### src/rtl/hwpe_stream_tcdm_fetch.sv
// Strided TCDM read engine feeding a stream source through a credit-limited FIFO.
// Optional macro HWPE_STREAM_TCDM_FETCH_STALL_CNT_EN adds stall_cnt_o, a
// saturating count of request cycles that were not granted.
module hwpe_stream_tcdm_fetch #(
  parameter int unsigned FIFO_DEPTH = 4,
  parameter int unsigned LEN_WIDTH  = 16
) (
  input  logic                 clk_i,
  input  logic                 rst_ni,
  input  logic                 clear_i,
  input  logic                 start_i,
  input  logic [31:0]          base_addr_i,
  input  logic [31:0]          stride_i,
  input  logic [LEN_WIDTH-1:0] len_i,
  output logic                 busy_o,
  output logic                 done_o,
  output logic                 tcdm_req_o,
  input  logic                 tcdm_gnt_i,
  output logic [31:0]          tcdm_add_o,
  output logic                 tcdm_wen_o,
  output logic [3:0]           tcdm_be_o,
  output logic [31:0]          tcdm_data_o,
  input  logic [31:0]          tcdm_r_data_i,
  input  logic                 tcdm_r_valid_i,
  output logic                 stream_valid_o,
  input  logic                 stream_ready_i,
  output logic [31:0]          stream_data_o,
  output logic [3:0]           stream_strb_o
`ifdef HWPE_STREAM_TCDM_FETCH_STALL_CNT_EN
  ,
  output logic [31:0]          stall_cnt_o
`endif
);

  localparam int unsigned PTR_W = (FIFO_DEPTH > 1) ? $clog2(FIFO_DEPTH) : 1;
  localparam int unsigned CNT_W = PTR_W + 1;

  typedef enum logic [1:0] {IDLE, RUN, DRAIN} state_e;

  state_e               state_q, state_d;
  logic [31:0]          addr_q, addr_d;
  logic [31:0]          stride_q, stride_d;
  logic [LEN_WIDTH-1:0] len_q, len_d;
  logic [LEN_WIDTH-1:0] issued_q, issued_d;
  logic [CNT_W-1:0]     out_q, out_d;
  logic [CNT_W-1:0]     drop_q, drop_d;
  logic [CNT_W-1:0]     cnt_q, cnt_d;
  logic [PTR_W-1:0]     wptr_q, wptr_d;
  logic [PTR_W-1:0]     rptr_q, rptr_d;
  logic [31:0]          mem_q [FIFO_DEPTH];
  logic                 req_q, req_d;
  logic                 busy_q, busy_d;
  logic                 done_q, done_d;
  logic [CNT_W:0]       credits;

  logic hs, resp_keep, resp_drop, push, pop, fifo_empty, start_acc;

  assign hs         = req_q & tcdm_gnt_i;
  assign resp_drop  = tcdm_r_valid_i & (drop_q != '0);
  assign resp_keep  = tcdm_r_valid_i & (drop_q == '0);
  assign fifo_empty = (cnt_q == '0);
  assign push       = resp_keep & ~clear_i;
  assign pop        = ~fifo_empty & stream_ready_i & ~clear_i;
  assign start_acc  = (state_q == IDLE) & start_i & (drop_q == '0) &
                      (len_i != '0) & ~clear_i;

  // Next-state, counters and credit-gated request decision
  always_comb begin
    state_d  = state_q;
    addr_d   = addr_q;
    stride_d = stride_q;
    len_d    = len_q;
    issued_d = issued_q;
    done_d   = 1'b0;
    out_d    = out_q + CNT_W'(hs) - CNT_W'(resp_keep);
    drop_d   = drop_q - CNT_W'(resp_drop);
    cnt_d    = cnt_q + CNT_W'(push) - CNT_W'(pop);
    wptr_d   = push ? wptr_q + PTR_W'(1) : wptr_q;
    rptr_d   = pop  ? rptr_q + PTR_W'(1) : rptr_q;

    if (hs) begin
      addr_d   = addr_q + stride_q;
      issued_d = issued_q + LEN_WIDTH'(1);
    end

    unique case (state_q)
      IDLE: begin
        if (start_i && (drop_q == '0)) begin
          if (len_i != '0) begin
            state_d  = RUN;
            addr_d   = base_addr_i;
            stride_d = stride_i;
            len_d    = len_i;
            issued_d = '0;
          end else begin
            done_d = 1'b1;
          end
        end
      end
      RUN: begin
        if (hs && ((issued_q + LEN_WIDTH'(1)) == len_q)) state_d = DRAIN;
      end
      DRAIN: begin
        if ((out_q == '0) && fifo_empty) begin
          state_d = IDLE;
          done_d  = 1'b1;
        end
      end
      default: state_d = IDLE;
    endcase

    // Soft clear: abandon the transfer, remember in-flight reads to discard
    if (clear_i) begin
      state_d  = IDLE;
      issued_d = '0;
      done_d   = 1'b0;
      drop_d   = drop_d + out_d;
      out_d    = '0;
      cnt_d    = '0;
      wptr_d   = '0;
      rptr_d   = '0;
    end

    credits = {1'b0, out_d} + {1'b0, cnt_d};
    req_d   = (state_d == RUN) && (issued_d < len_d) &&
              (credits < (CNT_W+1)'(FIFO_DEPTH));
    busy_d  = (state_d != IDLE) || (drop_d != '0);
  end

  // Control and counter registers
  always_ff @(posedge clk_i or negedge rst_ni) begin
    if (!rst_ni) begin
      state_q  <= IDLE;
      addr_q   <= '0;
      stride_q <= '0;
      len_q    <= '0;
      issued_q <= '0;
      out_q    <= '0;
      drop_q   <= '0;
      cnt_q    <= '0;
      wptr_q   <= '0;
      rptr_q   <= '0;
      req_q    <= 1'b0;
      busy_q   <= 1'b0;
      done_q   <= 1'b0;
    end else begin
      state_q  <= state_d;
      addr_q   <= addr_d;
      stride_q <= stride_d;
      len_q    <= len_d;
      issued_q <= issued_d;
      out_q    <= out_d;
      drop_q   <= drop_d;
      cnt_q    <= cnt_d;
      wptr_q   <= wptr_d;
      rptr_q   <= rptr_d;
      req_q    <= req_d;
      busy_q   <= busy_d;
      done_q   <= done_d;
    end
  end

  // Response buffer storage
  always_ff @(posedge clk_i or negedge rst_ni) begin
    if (!rst_ni) begin
      for (int i = 0; i < int'(FIFO_DEPTH); i++) mem_q[i] <= '0;
    end else if (push) begin
      mem_q[wptr_q] <= tcdm_r_data_i;
    end
  end

`ifdef HWPE_STREAM_TCDM_FETCH_STALL_CNT_EN
  logic [31:0] stall_q;

  // Saturating count of request cycles left ungranted
  always_ff @(posedge clk_i or negedge rst_ni) begin
    if (!rst_ni) begin
      stall_q <= '0;
    end else if (clear_i || start_acc) begin
      stall_q <= '0;
    end else if (req_q && !tcdm_gnt_i && (stall_q != '1)) begin
      stall_q <= stall_q + 32'd1;
    end
  end

  assign stall_cnt_o = stall_q;
`else
  logic unused_start_acc;
  assign unused_start_acc = start_acc;
`endif

  assign busy_o         = busy_q;
  assign done_o         = done_q;
  assign tcdm_req_o     = req_q;
  assign tcdm_add_o     = addr_q;
  assign tcdm_wen_o     = 1'b1;
  assign tcdm_be_o      = 4'hF;
  assign tcdm_data_o    = '0;
  assign stream_valid_o = ~fifo_empty;
  assign stream_data_o  = mem_q[rptr_q];
  assign stream_strb_o  = 4'hF;

endmodule

### config.mk
export PLATFORM = sky130hd
export DESIGN_NAME = hwpe_stream_tcdm_fetch
export DESIGN_NICKNAME = d
export VERILOG_FILES = /design/src/rtl/hwpe_stream_tcdm_fetch.sv
export SDC_FILE = /design/constraint.sdc
export NUM_CORES = 1
export LEC_CHECK = 0
export CORE_ASPECT_RATIO = 0.6
export CORE_MARGIN = 2
export CORE_UTILIZATION = 55
export CTS_BUF_LIST = sky130_fd_sc_hd__clkbuf_4 sky130_fd_sc_hd__clkbuf_8
export CTS_CLUSTER_DIAMETER = 200
export DETAILED_ROUTE_END_ITERATION = 8
export GPL_ROUTABILITY_DRIVEN = 0
export PLACE_DENSITY = 0.81
export RECOVER_POWER = 25
export SLEW_MARGIN = 20
export SYNTH_ARGS = -nofsm -noshare
export SYNTH_HDL_FRONTEND = slang
export SYNTH_SLANG_ARGS = --single-unit
### constraint.sdc
create_clock -name clk_i -period 6.3 [get_ports clk_i]
set_input_delay 1.575 -clock clk_i [delete_from_list [all_inputs] [get_ports clk_i]]
set_output_delay 1.575 -clock clk_i [all_outputs]
set_load 0.01 [all_outputs]
# After elaboration in Yosys (flattened, before gate mapping)
# Cells that the tools add are included.
totals:
  reg_bits: 242
  latchBits: 0
  ram_bits: 0
  romBits: 0
  input_bits: 119
  output_inout_bits: 109
  wordCells: 101
  memories: 0
op_classes:
  addsub: 11
  multipliers: 0
  div_mod_pow: 0
  n_lt_le_gt_ge: 5
  n_eq_ne: 4
  shifts: 0
  mux: 36
  bitwise_logic: 10
  n_reduce_logical: 18
op_table:
  columns: ["op", "count"]
  rows:
  - ["32-bit 2-to-1 mux", 7]
  - ["128-bit bitwise mux", 1]
  - ["16-bit 2-to-1 mux", 8]
  - ["32-bit binary-select mux with 2-bit select", 1]
  - ["32-bit demux with 2-bit select", 1]
  - ["32-bit adder", 1]
  - ["2-bit 2-to-1 mux", 9]
  - ["16-bit by 1-bit adder with 16-bit output, second input constant", 1]
  - ["16-bit == test", 1]
  - ["16-bit < comparator", 1]
  - ["16-bit nonzero test", 1]
  - ["3-bit zero test", 3]
  - ["3-bit 2-to-1 mux", 3]
  - ["3-bit by 1-bit subtractor with 3-bit output", 3]
  - ["3-bit by 1-bit adder with 3-bit output", 2]
  - ["1-bit bitwise AND", 6]
  - ["3-bit >= comparator, second input constant", 2]
  - ["1-bit logical AND", 6]
  - ["2-bit NOT with 3-bit output", 2]
  - ["2-bit one-hot mux with 3 select lines", 1]
  - ["2-bit nonzero test", 3]
  - ["3-bit nonzero test", 2]
  - ["2-bit by 1-bit adder with 2-bit output, second input constant", 2]
  - ["3-bit by 3-bit adder with 4-bit output", 1]
  - ["11 further kinds", 16]

# Longest topological paths before layout
logic_depth:
  ltp_word: 9
  depth_mapped: 18

# Least setup slack after synthesis
# Ideal clock, no wire load.
synth_path:
  path_kind: "input -> register"
  startpoint: "in tcdm_gnt_i"
  endpoint: "reg req_q (netlist: tcdm_req_o)"
  arrival_ns: 5.046
  t_required_ns: 6.235
  slack_ns: 1.189
  stages: 17
  n_path_buf: 3
  path_cell_list: "and2_1 -> clkbuf_1 -> clkinv_1 -> clkbuf_1 -> buf_1 -> ha_1 -> inv_1 -> ha_1 -> fa_1 -> xnor2_1 -> xnor2_1 -> nor2_1 -> ha_1 -> or4_1 -> a31oi_1 -> and3_1 -> o211a_1"
synth_rtl:
  columns: ["element", "line_no", "source"]
  rows:
  - ["from (decl)", "18", "input logic tcdm_gnt_i,"]
  - ["1-bit bitwise AND", "58", "assign hs = req_q & tcdm_gnt_i;"]
  - ["3-bit by 1-bit adder with 3-bit output", "75", "out_d = out_q + CNT_W'(hs) - CNT_W'(resp_keep);"]
  - ["3-bit by 1-bit subtractor with 3-bit output", "75", null]
  - ["3-bit 2-to-1 mux", "113", "if (clear_i) begin"]
  - ["named net out_d[2]", "45", "logic [CNT_W-1:0] out_q, out_d;"]
  - ["3-bit by 3-bit adder with 4-bit output", "124", "credits = {1'b0, out_d} + {1'b0, cnt_d};"]
  - ["4-bit by 3-bit < comparator with 1-bit output", "126", "(credits < (CNT_W+1)'(FIFO_DEPTH));"]
  - ["1-bit logical AND", "125", "req_d = (state_d == RUN) && (issued_d < len_d) &&"]
  - ["named net req_d", "51", "logic req_q, req_d;"]
  - ["to (signal assigned)", "157", "req_q <= req_d;"]
  - ["to (decl)", "51", null]
# The timed path passes the listed nets, and every way through them passes these cells.
# A chain may end at the register's enable or synchronous reset.

# Final worst setup path
layout_path:
  startpoint: "in tcdm_r_valid_i"
  endpoint: "reg req_q (netlist: tcdm_req_o)"
layout_between:
  elab_chain_cells: 8
layout_rtl:
  columns: ["element", "line_no", "source"]
  rows:
  - ["from (decl)", "24", "input logic tcdm_r_valid_i,"]
  - ["1-bit bitwise AND", "60", "assign resp_keep = tcdm_r_valid_i & (drop_q == '0);"]
  - ["1-bit bitwise AND", "62", "assign push = resp_keep & ~clear_i;"]
  - ["3-bit by 1-bit adder with 3-bit output", "77", "cnt_d = cnt_q + CNT_W'(push) - CNT_W'(pop);"]
  - ["3-bit by 1-bit subtractor with 3-bit output", "77", null]
  - ["3-bit 2-to-1 mux", "113", null]
  - ["named net cnt_d[2]", "47", "logic [CNT_W-1:0] cnt_q, cnt_d;"]
  - ["3-bit by 3-bit adder with 4-bit output", "124", null]
  - ["4-bit by 3-bit < comparator with 1-bit output", "126", null]
  - ["1-bit logical AND", "125", null]
  - ["named net req_d", "51", null]
# The timed path passes the listed nets, and every way through them passes these cells.

==> summary.txt <==
Setup path
  • Path depth of the worst reg2reg path: 17
  • CP Data Required Time: 6.76 ns
  • Worst reg2reg path endpoint: tcdm_req_o
  • Crit Path Max Fanout: 5
  • R2R Path Start: drop_q[0]
  • Startpoint Class: primary input
  • WP data arrival: 5.16 ns
  • Setup crit end kind: flop
  • Reg2reg setup slack: 2.25 ns
  • CP Class: primary input to flop

Clock tree
  • Num CTS Buffers: 37
  • Clk Latency, worst-skew pair: 0.54 ns
  • Cts repair resizes: 0
  • Longest Clk Path Bufs: 3
  • Clock sinks: 242
  • Post-CTS Setup Inserts: 0
  • CTS tree: built
  • H-Tree Level Count: 2
  • Root buffer cell: clkbuf_8
  • Clock transition at path regs: 0.06 ns
  • Hold_buf cts: 0

Yosys
  • Ranking of synthesized cells by area: dfrtp_1 46%, mux2_2 11%, ha_1 5.7%, mux4_2 5.5%, nand2_1 4.9%
  • Synth async-reset ratio: 100%
  • Mapped Area: 0.0132 sq mm
  • Yosys top cell by area: dfrtp_1
  • Yosys cell types: 68
  • Post-synth top area share: 45.8%
  • Synthesized area per cell: 10.9 sq um
  • Syn Inst Count: 1216
  • #FFs+latches synth: 242
  • Ys flop type: dfrtp_1
  • Number of synthesized flops with an enable pin: 0
  • Register area share after synthesis: 45.8%
  • Yosys warning total: 0

Global route
  • Pin count of the biggest net entering global routing: 129
  • All-Layer GR Usage: 25.7%
  • Number of global-route vias before repair: 9713
  • First-pass GRT wire length: 51200 um
  • Initial antenna violation count: 1
  • GRT overflow: 0

Final layout
  • Final core utilization: 68.3%
  • Most common cell after layout, fill and taps aside: dfrtp_1
  • Layout cell share with drive strength beyond 1: 17.7%
  • Nets@finish: 1585
  • N_diodes: 0
  • Synthesis-to-finish area growth: 20.6%
  • Finished Cell Area: 0.0159 sq mm
  • Finished Layout Cells: 1735
  • Most frequent cells in the layout: 241 x dfrtp_1, 185 x clkdlybuf4s50_1, 173 x nand2_1

Power
  • Design Power: 7.07 mW
  • Gate power share: 48.2%
  • Clock Power Share: 18.2%
  • Net Switching: 2.65 mW
  • Sw Ratio: 37.4%
  • Sequential share of power: 33.6%
  • Cell Int Power: 4.42 mW
  • PD cells: 443 mW/mm^2
  • Pleak: 7.62 nW
  • Maximum VDD drop: 226 uV

Route
  • Via density: 5.61
  • Vias: 9742
  • Average wire per standard cell: 18.4 um
  • Routed Antenna Nets: 0
  • DR pass1 iterations: 5
  • Post-Route WL: 31900 um
  • DRC: 0
  • First-iteration detailed-routing DRC count: 653

Worst hold path
  • Hold Path Origin: stride_q[17]
  • Hold Path Depth: 2
  • Hold Path Sink: stride_q[17]
  • Worst Hold Class: flop to flop

Die
  • Core Area: 0.0233 sq mm
  • Chip width: 204 um
  • Top Ports: 228
  • Std cell rows: 43
  • Area of the die: 0.0253 sq mm
  • Initial core utilization: 56.6%
  • Chip height: 124 um

STA
  • Endpoints failing setup: 0
  • Setup TNS: 0 ns
  • Rel. slew slack: -21.9%
  • Unrepaired setup endpoints after global routing: no
  • Min Tclk post-route: 4.70 ns
  • Final WS setup: 1.60 ns
  • Hold WS: 0.481 ns
  • Tightest Pin Transition: 1.83 ns
  • Max Freq: 0.213 GHz
  • Clk_skew: 0.0248 ns
  • Final Hold Fails: 0
  • Final slew viol count: 66
  • Fin crit share: 74.6%

Place
  • DP HPWL: 22000 um
  • Placement Cell Area: 0.0152 sq mm
  • Port Buffers: 186
  • Placed insts: 1677
  • Pre-CTS setup slack: 1.09 ns

Run status
  • Failing checks: max-capacitance violations, max-slew violations
  • Outcome: finished with violations

Job
  • Max_cap viols: 2
## worst max-delay path, stage by stage
cell and delay [ns]:
clkdlybuf4s50_1 0.46, and2_1 0.23, nor2b_1 0.33, inv_1 0.08
ha_1 0.27, inv_1 0.05, ha_1 0.14, inv_1 0.06
fa_1 0.37, xor2_1 0.16, xnor2_1 0.12, nor2_1 0.14
ha_1 0.24, or4_1 0.46, a31oi_1 0.15, and3_1 0.17
o211a_1 0.15
## kinds of logic (layout without fill, tap and decap cells)
kind of cell | Yosys count | count (layout) | synth area share [%]
mux | 176 | 176 | 17.6
simple gates | 348 | 348 | 11.8
xor+xnor | 68 | 68 | 4.56
buf+inv | 142 | 307 | 5.27
other cells | 2 | 41 | 0.0568
flops | 242 | 242 | 45.8
compound gates | 174 | 174 | 8.64
fa+ha+maj | 64 | 64 | 6.29
## per-layer routing
metal | wire length [um] | vias to the layer above | share of wire (%) | track usage (%)
li1 | - | 4551 | - | -
met1 | 15200 | 4827 | 48 | 38.4
met2 | 13800 | 314 | 43 | 37.4
met3 | 2370 | 48 | 7.4 | 6.38
met4 | 488 | 2 | 1.5 | 6.57
met5 | 13 | - | 0.041 | 0
## cells in the mapped netlist (5+ instances only)
| cell type | instances |
|---|---|
| buf_1 | 22 |
| a31oi_1 | 20 |
| and2_1 | 8 |
| ha_1 | 60 |
| dfrtp_1 | 242 |
| inv_1 | 46 |
| mux4_2 | 32 |
| a21o_1 | 18 |
| nor2b_1 | 11 |
| clkbuf_1 | 29 |
| nand4_1 | 12 |
| or2_2 | 5 |
| mux2i_1 | 16 |
| o211ai_1 | 5 |
| nand2_1 | 174 |
| nand3_1 | 9 |
| nor2_1 | 78 |
| mux2_2 | 128 |
| a21oi_1 | 43 |
| buf_4 | 41 |
| nor4_1 | 8 |
| o21ai_0 | 34 |
| xor2_1 | 25 |
| and3_1 | 9 |
| nand2b_1 | 5 |
| a211oi_1 | 5 |
| nor3_1 | 10 |
| xnor2_1 | 42 |
## power by group through the flow
stage	combinational, mW	sequential (mW)	clock [mW]
6_report	3.41	2.37	1.29
5_1_grt	3.75	2.43	1.38
4_1_cts	3.39	2.37	1.32
3_5_place_dp	3.37	2.38	0
3_3_place_gp	3.28	2.36	0
2_1_floorplan	2.26	2.31	0
## registers in the layout, indices dropped and copies added (netlist names), 3 cells and up
signal and cells:
issued_q 16, cnt_q 3, out_q 3, stride_q 32, drop_q 3, mem_q 128
len_q 16, tcdm_add_o 32
## worst max path at each step
stage / start / endpoint / slack, ns / depth (start not counted)
3_3_place_gp: tcdm_r_valid_i / tcdm_req_o / 1.20 / 17
4_1_cts: tcdm_r_valid_i / tcdm_req_o / 1.64 / 17
5_1_grt: tcdm_r_valid_i / tcdm_req_o / 1.35 / 17
2_1_floorplan: tcdm_gnt_i / tcdm_req_o / 1.19 / 17
3_5_place_dp: tcdm_r_valid_i / tcdm_req_o / 1.09 / 17
6_report: tcdm_r_valid_i / tcdm_req_o / 1.60 / 17
## final cells by class
type                    instances  area [sq um]
clock buffers                  51           664
clock inverters                 6          35.0
fillers                      1784          7410
inverters                      47           176
multi-input cells             871          6620
flip-flops and latches        242          6060
well taps                     315           394
repair buffers                203          2000
(Power assumes the default switching activity.)
